==> config.mk <==
export PLATFORM = sky130hd
export DESIGN_NAME = aes_round_sequencer
export DESIGN_NICKNAME = d
export VERILOG_FILES = /design/src/rtl/aes_round_sequencer.sv
export SDC_FILE = /design/constraint.sdc
export NUM_CORES = 1
export LEC_CHECK = 0
export CAP_MARGIN = 20
export CORE_AREA = 2 2 213 215
export DETAILED_ROUTE_END_ITERATION = 8
export DIE_AREA = 0 0 215 217
export GPL_TIMING_DRIVEN = 0
export HOLD_SLACK_MARGIN = 0.12
export PLACE_DENSITY = 0.63
export SLEW_MARGIN = 20
export SYNTH_ARGS = -nofsm -noshare
export SYNTH_HDL_FRONTEND = slang
export SYNTH_SLANG_ARGS = --single-unit
==> constraint.sdc <==
create_clock -name clk -period 2.8 [get_ports clk]
set_input_delay 0.56 -clock clk [delete_from_list [all_inputs] [get_ports clk]]
set_output_delay 0.56 -clock clk [all_outputs]
set_load 0.005 [all_outputs]
==> src/rtl/aes_round_sequencer.sv <==
// ---------------------------------------------------------------------------
// aes_round_sequencer
//
// Iterative AES-128 encryption controller. Loads a key and a plaintext block
// one byte pair at a time, then drives one shared external round datapath
// NR times, and streams the ciphertext out one byte at a time.
//
// Ports
//   clk, rst                  clock, synchronous active-high reset
//   i_in_valid / o_in_ready   byte-pair input handshake
//   i_key_byte, i_state_byte  key / plaintext byte, MSB byte first
//   o_dp_start                one-cycle launch pulse for a round
//   o_dp_round, o_dp_last     round number 1..NR and final-round flag
//   o_dp_state_in, o_dp_key_in  current state and round key registers
//   i_dp_state_out, i_dp_key_out, i_dp_done  round result from datapath
//   o_out_valid / i_out_ready ciphertext byte handshake
//   o_state_out_byte          ciphertext byte, MSB byte first
//   o_busy                    high whenever the controller is not idle
// ---------------------------------------------------------------------------
module aes_round_sequencer #(
   parameter int NR     = 10,
   parameter int NBYTES = 16
) (
   input  logic         clk,
   input  logic         rst,
   input  logic         i_in_valid,
   output logic         o_in_ready,
   input  logic [7:0]   i_key_byte,
   input  logic [7:0]   i_state_byte,
   output logic         o_dp_start,
   output logic [3:0]   o_dp_round,
   output logic         o_dp_last,
   output logic [127:0] o_dp_state_in,
   output logic [127:0] o_dp_key_in,
   input  logic [127:0] i_dp_state_out,
   input  logic [127:0] i_dp_key_out,
   input  logic         i_dp_done,
   output logic         o_out_valid,
   input  logic         i_out_ready,
   output logic [7:0]   o_state_out_byte,
   output logic         o_busy
);

   localparam logic [4:0] LP_NBYTES = 5'(NBYTES);
   localparam logic [3:0] LP_NR     = 4'(NR);

   typedef enum logic [2:0] {
      S_IDLE,
      S_LOAD,
      S_ARK0,
      S_REQ,
      S_WAIT,
      S_UNLOAD
   } state_t;

   state_t         r_fsm;
   logic [127:0]   r_state;
   logic [127:0]   r_key;
   logic [4:0]     r_cnt;
   logic [3:0]     r_round;
   logic           r_in_ready;
   logic           r_dp_start;
   logic           r_dp_last;
   logic           r_out_valid;
   logic           r_busy;

   always_ff @(posedge clk) begin
      if (rst) begin
         r_fsm       <= S_IDLE;
         r_state     <= '0;
         r_key       <= '0;
         r_cnt       <= '0;
         r_round     <= '0;
         r_in_ready  <= 1'b0;
         r_dp_start  <= 1'b0;
         r_dp_last   <= 1'b0;
         r_out_valid <= 1'b0;
         r_busy      <= 1'b0;
      end else begin
         // dp_start is a single-cycle pulse; it is re-armed only on entry to REQ
         r_dp_start <= 1'b0;
         case (r_fsm)
            S_IDLE: begin
               r_fsm      <= S_LOAD;
               r_in_ready <= 1'b1;
               r_busy     <= 1'b1;
               r_cnt      <= '0;
            end
            S_LOAD: begin
               if (i_in_valid && r_in_ready) begin
                  r_key   <= {r_key[119:0], i_key_byte};
                  r_state <= {r_state[119:0], i_state_byte};
                  r_cnt   <= r_cnt + 5'd1;
                  if (r_cnt == LP_NBYTES - 5'd1) begin
                     r_in_ready <= 1'b0;
                     r_fsm      <= S_ARK0;
                  end
               end
            end
            S_ARK0: begin
               // Initial AddRoundKey is done here, the datapath only runs full rounds
               r_state    <= r_state ^ r_key;
               r_round    <= 4'd1;
               r_dp_last  <= (LP_NR == 4'd1);
               r_dp_start <= 1'b1;
               r_fsm      <= S_REQ;
            end
            S_REQ: begin
               r_fsm <= S_WAIT;
            end
            S_WAIT: begin
               if (i_dp_done) begin
                  r_state <= i_dp_state_out;
                  r_key   <= i_dp_key_out;
                  if (r_round == LP_NR) begin
                     r_cnt       <= '0;
                     r_out_valid <= 1'b1;
                     r_fsm       <= S_UNLOAD;
                  end else begin
                     r_round    <= r_round + 4'd1;
                     r_dp_last  <= ((r_round + 4'd1) == LP_NR);
                     r_dp_start <= 1'b1;
                     r_fsm      <= S_REQ;
                  end
               end
            end
            S_UNLOAD: begin
               if (i_out_ready) begin
                  r_state <= {r_state[119:0], 8'h00};
                  r_cnt   <= r_cnt + 5'd1;
                  if (r_cnt == LP_NBYTES - 5'd1) begin
                     r_out_valid <= 1'b0;
                     r_busy      <= 1'b0;
                     r_fsm       <= S_IDLE;
                  end
               end
            end
            default: begin
               r_fsm <= S_IDLE;
            end
         endcase
      end
   end

   assign o_in_ready       = r_in_ready;
   assign o_dp_start       = r_dp_start;
   assign o_dp_round       = r_round;
   assign o_dp_last        = r_dp_last;
   assign o_dp_state_in    = r_state;
   assign o_dp_key_in      = r_key;
   assign o_out_valid      = r_out_valid;
   // The state register shifts left as bytes leave, so the top byte is always next
   assign o_state_out_byte = r_state[127:120];
   assign o_busy           = r_busy;

endmodule

---- Yosys cells after proc, flatten, opt, wreduce, memory -nomap -nowiden ----
Cells that the tools add are included.
operators by class
  bitwise gates (word level) .............. 1
  reductions and logical operators ........ 17
  eq/ne operators ......................... 15
  add/sub/neg operators ................... 2
  muxes and demuxes ....................... 36
operators with widths
  operator                                        number
  two-way mux 128 bit                             5
  one-hot mux 128 bit (4 select lines)            1
  one-hot mux 128 bit (2 select lines)            1
  bitwise XOR 128 bit                             1
  two-way mux 5 bit                               4
  one-hot mux 5 bit (4 select lines)              1
  two-way mux 3 bit                               6
  one-hot mux 3 bit (6 select lines)              1
  AND reduction 5 bit                             3
  inequality test 2 bit (second input constant)   7
  AND reduction 3 bit                             4
  one-hot mux 1 bit (2 select lines)              5
  nonzero test 2 bit                              5
  two-way mux 1 bit                               9
  == test 4 bit (second input constant)           2
  two-way mux 4 bit                               2
  one-hot mux 4 bit (2 select lines)              1
  nonzero test 4 bit                              2
  == test 3 x 2 -> 1 bit (second input constant)  2
  == test 3 bit (second input constant)           2
  adder 5 x 1 -> 5 bit (second input constant)    1
  == test 5 x 4 -> 1 bit (second input constant)  1
  adder 4 x 1 -> 4 bit (second input constant)    1
  AND reduction 4 bit                             1
  3 further kinds                                 3
storage, ports and cells
  logic and storage cells ................. 81
  input bits .............................. 277
  output and inout port bits .............. 273
  register bits ........................... 273

---- Longest topological paths before layout ----
  word-level depth ........................ 5
  gate-level depth with buffers ........... 8
  mapped depth without buffers ............ 7

---- Least setup slack after synthesis ----
No wires, ideal clock.
  kind .................................... input-to-reg
  from .................................... input port i_dp_done
  to ...................................... register r_state[37], in the netlist o_dp_state_in[37]
  required time ........................... 2.683 ns
  arrival time ............................ 1.649 ns
  setup slack ............................. 1.034 ns
  stages .................................. 7
  cell sequence ........................... nor4bb_1 > buf_4 > nor2_2 > a21oi_2 > buf_4 > buf_2 > a22o_1
on the way
  word-level cells in the longest chain between the ends .. 2
RTL lines
  element                          RTL line  RTL
  start: declaration               37        input logic i_dp_done,
  inequality test 2 bit (no line)  n/a
  AND reduction 4 bit (no line)    n/a
  end signal: assignment           92        r_state <= {r_state[119:0], i_state_byte};
  end signal: assignment           102       r_state <= r_state ^ r_key;
  end signal: assignment           113       r_state <= i_dp_state_out;
  end: declaration                 57        logic [127:0] r_state;
Every way passes these cells.
A chain may end at the register's enable or synchronous reset.

---- Worst setup path after layout ----
  from .................................... input port i_dp_done
  to ...................................... register r_state[126], in the netlist o_dp_state_in[126]
Same word-level chain as after synthesis.

==> impl_metrics.tcl <==
set metrics [dict create \
    status "finished, final reports clean" \
    final_nets 2534 \
    crit_type "in -> reg" \
    setup-tns-final_ns 0 \
    powerDensity_nw_per_um2 506 \
    synth_cells 1667 \
    routed_wl_um 71300 \
    area.growth.synth_to_final_pct 49.1 \
    p_seq_share_pct 38.3 \
    dp_hpwl_um 54100 \
    clock_power_share_pct 40.1 \
    syn_nets 1949 \
    crit_start "i_dp_done" \
    ir_drop_mv 0.316 \
    viasPerCell 5.78 \
    die-area_um2 46700 \
    critPathMaxStageDelay_ns 0.58 \
    finish.utilization_pct 50.4 \
    clock_path_buffers 3 \
    clock_sinks 273 \
    vias 16700 \
    p_sw_share_pct 29.9 \
    synth_top_family_by_area "compound AO/OA/AOI/OAI gates" \
    cp_common_cell "buf_2" \
    rsz0062_at_grt "false" \
    fmax_mhz 394 \
    crit_fanout 10 \
    cts_resized 0 \
    synthFlopType "dfxtp_1" \
    synthesis.area_um2 15100 \
    coreArea_um2 44700 \
    cts_made_buffers 34 \
    start_util_pct 33.8 \
    holdWs_ns 0.479 \
    required_ns 3.28 \
    place_area_um2 21300 \
    maxSlewHeadroom_pct 47.0 \
    fp.dieW_um 215 \
    io_pins 550 \
    drv_slew 0 \
    hold_buffers 0 \
    worst_skew_pair.late_latency_ns 0.54 \
    die_height_um 217 \
    ys_seq_elements 273 \
    async_flop_share_pct 0 \
    setup_ws_ns 0.259 \
    synth_xor_area_share_pct 7.54 \
    max-cap-violations 0 \
    worstPathCellList "clkdlybuf4s50_1 > nor4bb_1 > buf_4 > nor4_2 > buf_2 > buf_2 > a22o_1" \
    fillerInstances 4261 \
    grt_antenna_before_repair 11 \
    synthSimpleGateAreaFrac_pct 8.45 \
    grt_pass1_wl_um 105000 \
    grt_pass1_vias 16600 \
    r2r-start "r_fsm[2]$_SDFFE_PP0P_" \
    cp_slowest_cell "nor4_2" \
    h-tree-depth 2 \
    ys_seq_area_share_pct 36.2 \
    synth_edf_count 0 \
    multi_input_area_um2 8680 \
    synthMostInstantiatedCell "dfxtp_1" \
    combPwrFrac_pct 21.6 \
    clk_pin_slew_ns 0.06 \
    hp-start "r_cnt[4]$_SDFFE_PP0P_" \
    worst_slew_pin_slew_ns 0.795 \
    endpoint_kind "flip-flop" \
    ant_nets 0 \
    power_mw 11.4 \
    fin_crit_ns 2.54 \
    p_sw_mw 3.41 \
    worst-r2r-setup-slack_ns 0.26 \
    synth_cell_types 49 \
    portBuffers 548 \
    postCtsSetupRepairBufs 0 \
    finalSetupViolCount 0 \
    place.gp.congestion 0.900 \
    dr.pass1.iters 5 \
    register_area_um2 5470 \
    cts_tree "built" \
    hold_viol 0 \
    overflow 0 \
    drc 0 \
    wl_per_cell_um 24.7 \
    synth_fa_ha_area_share_pct 0.414 \
    cts_root_buffer "clkbuf_16" \
    cp.arrival_ns 3.02 \
    yosysTopAreaCell "dfxtp_1" \
    yosys.area.top_type_share_pct 36.2 \
    p_int_mw 7.98 \
    grt_max_degree 13 \
    critPathLaunchType "input port" \
    dp_slack_ns -0.278 \
    drtIter0Drc 1144 \
    synth_compound_gate_area_share_pct 32.0 \
    layout.cells.non_filler 2886 \
    synth_mux_area_share_pct 9.02 \
    yosysWarningCount 0 \
    placed_cells 2815 \
    design_area_um2 22500 \
    drive_above_1_share_pct 6.85 \
    synthTopCellsByArea "dfxtp_1 36%, mux2i_1 9.0%, a211oi_1 6.4%" \
    p_leak_nw 7.76 \
    avgSynthCellArea_um2 9.05 \
    finalClockSkew_ns 0.0184 \
    std_cell_rows 78 \
    min_path_type "reg -> reg" \
    fin_crit_sh_pct 90.7 \
    grt_usage_pct 29.0 \
    synth_commonest_cells "273 x dfxtp_1, 137 x nor2_1, 136 x mux2i_1" \
]
==> critical path: cells and delay by family <==
family	cells	cell delay [ns]
compound gates	1	0.20
buf+inv	4	1.48
simple gates	2	0.77
==> registers in the layout, summed over array words and instances, names as in the netlist <==
| name | cells |
|---|---|
| o_dp_key_in | 128 |
| o_out_valid | 1 |
| o_dp_state_in | 128 |
| o_dp_round | 4 |
| r_cnt | 5 |
| o_dp_last | 1 |
| o_dp_start | 1 |
| o_in_ready | 1 |
| o_busy | 1 |
| r_fsm | 3 |
==> worst paths after layout <==
check / end / depth (start not counted)
max: o_dp_state_in[126]$_SDFFE_PP0P_ / 7
min: r_cnt[4]$_SDFFE_PP0P_ / 2
max reg2reg: o_dp_state_in[126]$_SDFFE_PP0P_ / 7
min reg2reg: r_cnt[4]$_SDFFE_PP0P_ / 2
==> routing by layer <==
metal  global-route usage, %  wire (um)  share of wire [%]  up-vias
li1                        -          -                  -     7601
met1                    36.3      29100                 41     8141
met2                    49.3      34100                 48      797
met3                    5.83       5590                7.8      131
met4                    11.3       2400                3.4        4
met5                       0         27              0.038        -
==> cell type report <==
cell class | count | area share [%]
diodes | 9 | 0.100
repair buffers | 549 | 24.4
plain buffers | 190 | 3.98
well taps | 600 | 3.33
flip-flops and latches | 273 | 24.3
inverters | 16 | 0.267
clock buffers | 52 | 4.62
clock inverters | 9 | 0.472
multi-input cells | 1188 | 38.5
==> power groups by stage <==
stage | clock (mW) | combinational (mW) | sequential (mW)
2_1_floorplan | 0 | 1.21 | 4.33
3_3_place_gp | 0 | 2.41 | 4.45
3_5_place_dp | 0 | 2.44 | 4.45
4_1_cts | 4.62 | 2.45 | 4.36
5_1_grt | 4.76 | 2.66 | 4.38
6_report | 4.57 | 2.46 | 4.37
==> cells in the final DEF, fill, tap and decap left out, types with 3 or more instances in the layout <==
cell type        instances
o21ai_0                 89
mux2i_1                136
a21oi_1                 60
inv_1                   13
dfxtp_1                273
nand2b_1                 5
a31oi_1                  3
nor3b_1                 47
xnor2_1                 51
nand3b_1                 4
o22ai_1                 68
a22o_1                 104
ha_1                     5
nand2_1                 20
clkbuf_16               35
o31ai_1                  3
clkbuf_8                10
buf_1                   11
a221o_1                  8
clkinv_1                 3
nor2b_1                  3
diode_2                  9
a221oi_1                63
a211oi_1               129
nand3_1                 14
clkdlybuf4s50_1        548
a22oi_1                 79
clkbuf_1                96
buf_4                   23
nor2_1                 136
clkinv_2                 4
nor3_1                   8
o221ai_1                33
a32o_1                  16
buf_6                    3
xor2_1                  79
buf_2                   65
==> cell families (layout without fill, tap and decap cells) <==
kind of cell             count (synthesis)  in the layout
adder cells (fa/ha/maj)                  5              5
buffers and inverters                  206            816
AND/OR/NAND/NOR                        254            254
XOR/XNOR                               130            130
AO/OA/AOI/OAI                          663            663
other                                    0              9
multiplexers                           136            136
flip-flops                             273            273
No activity file was read; power rests on OpenSTA's default activity.
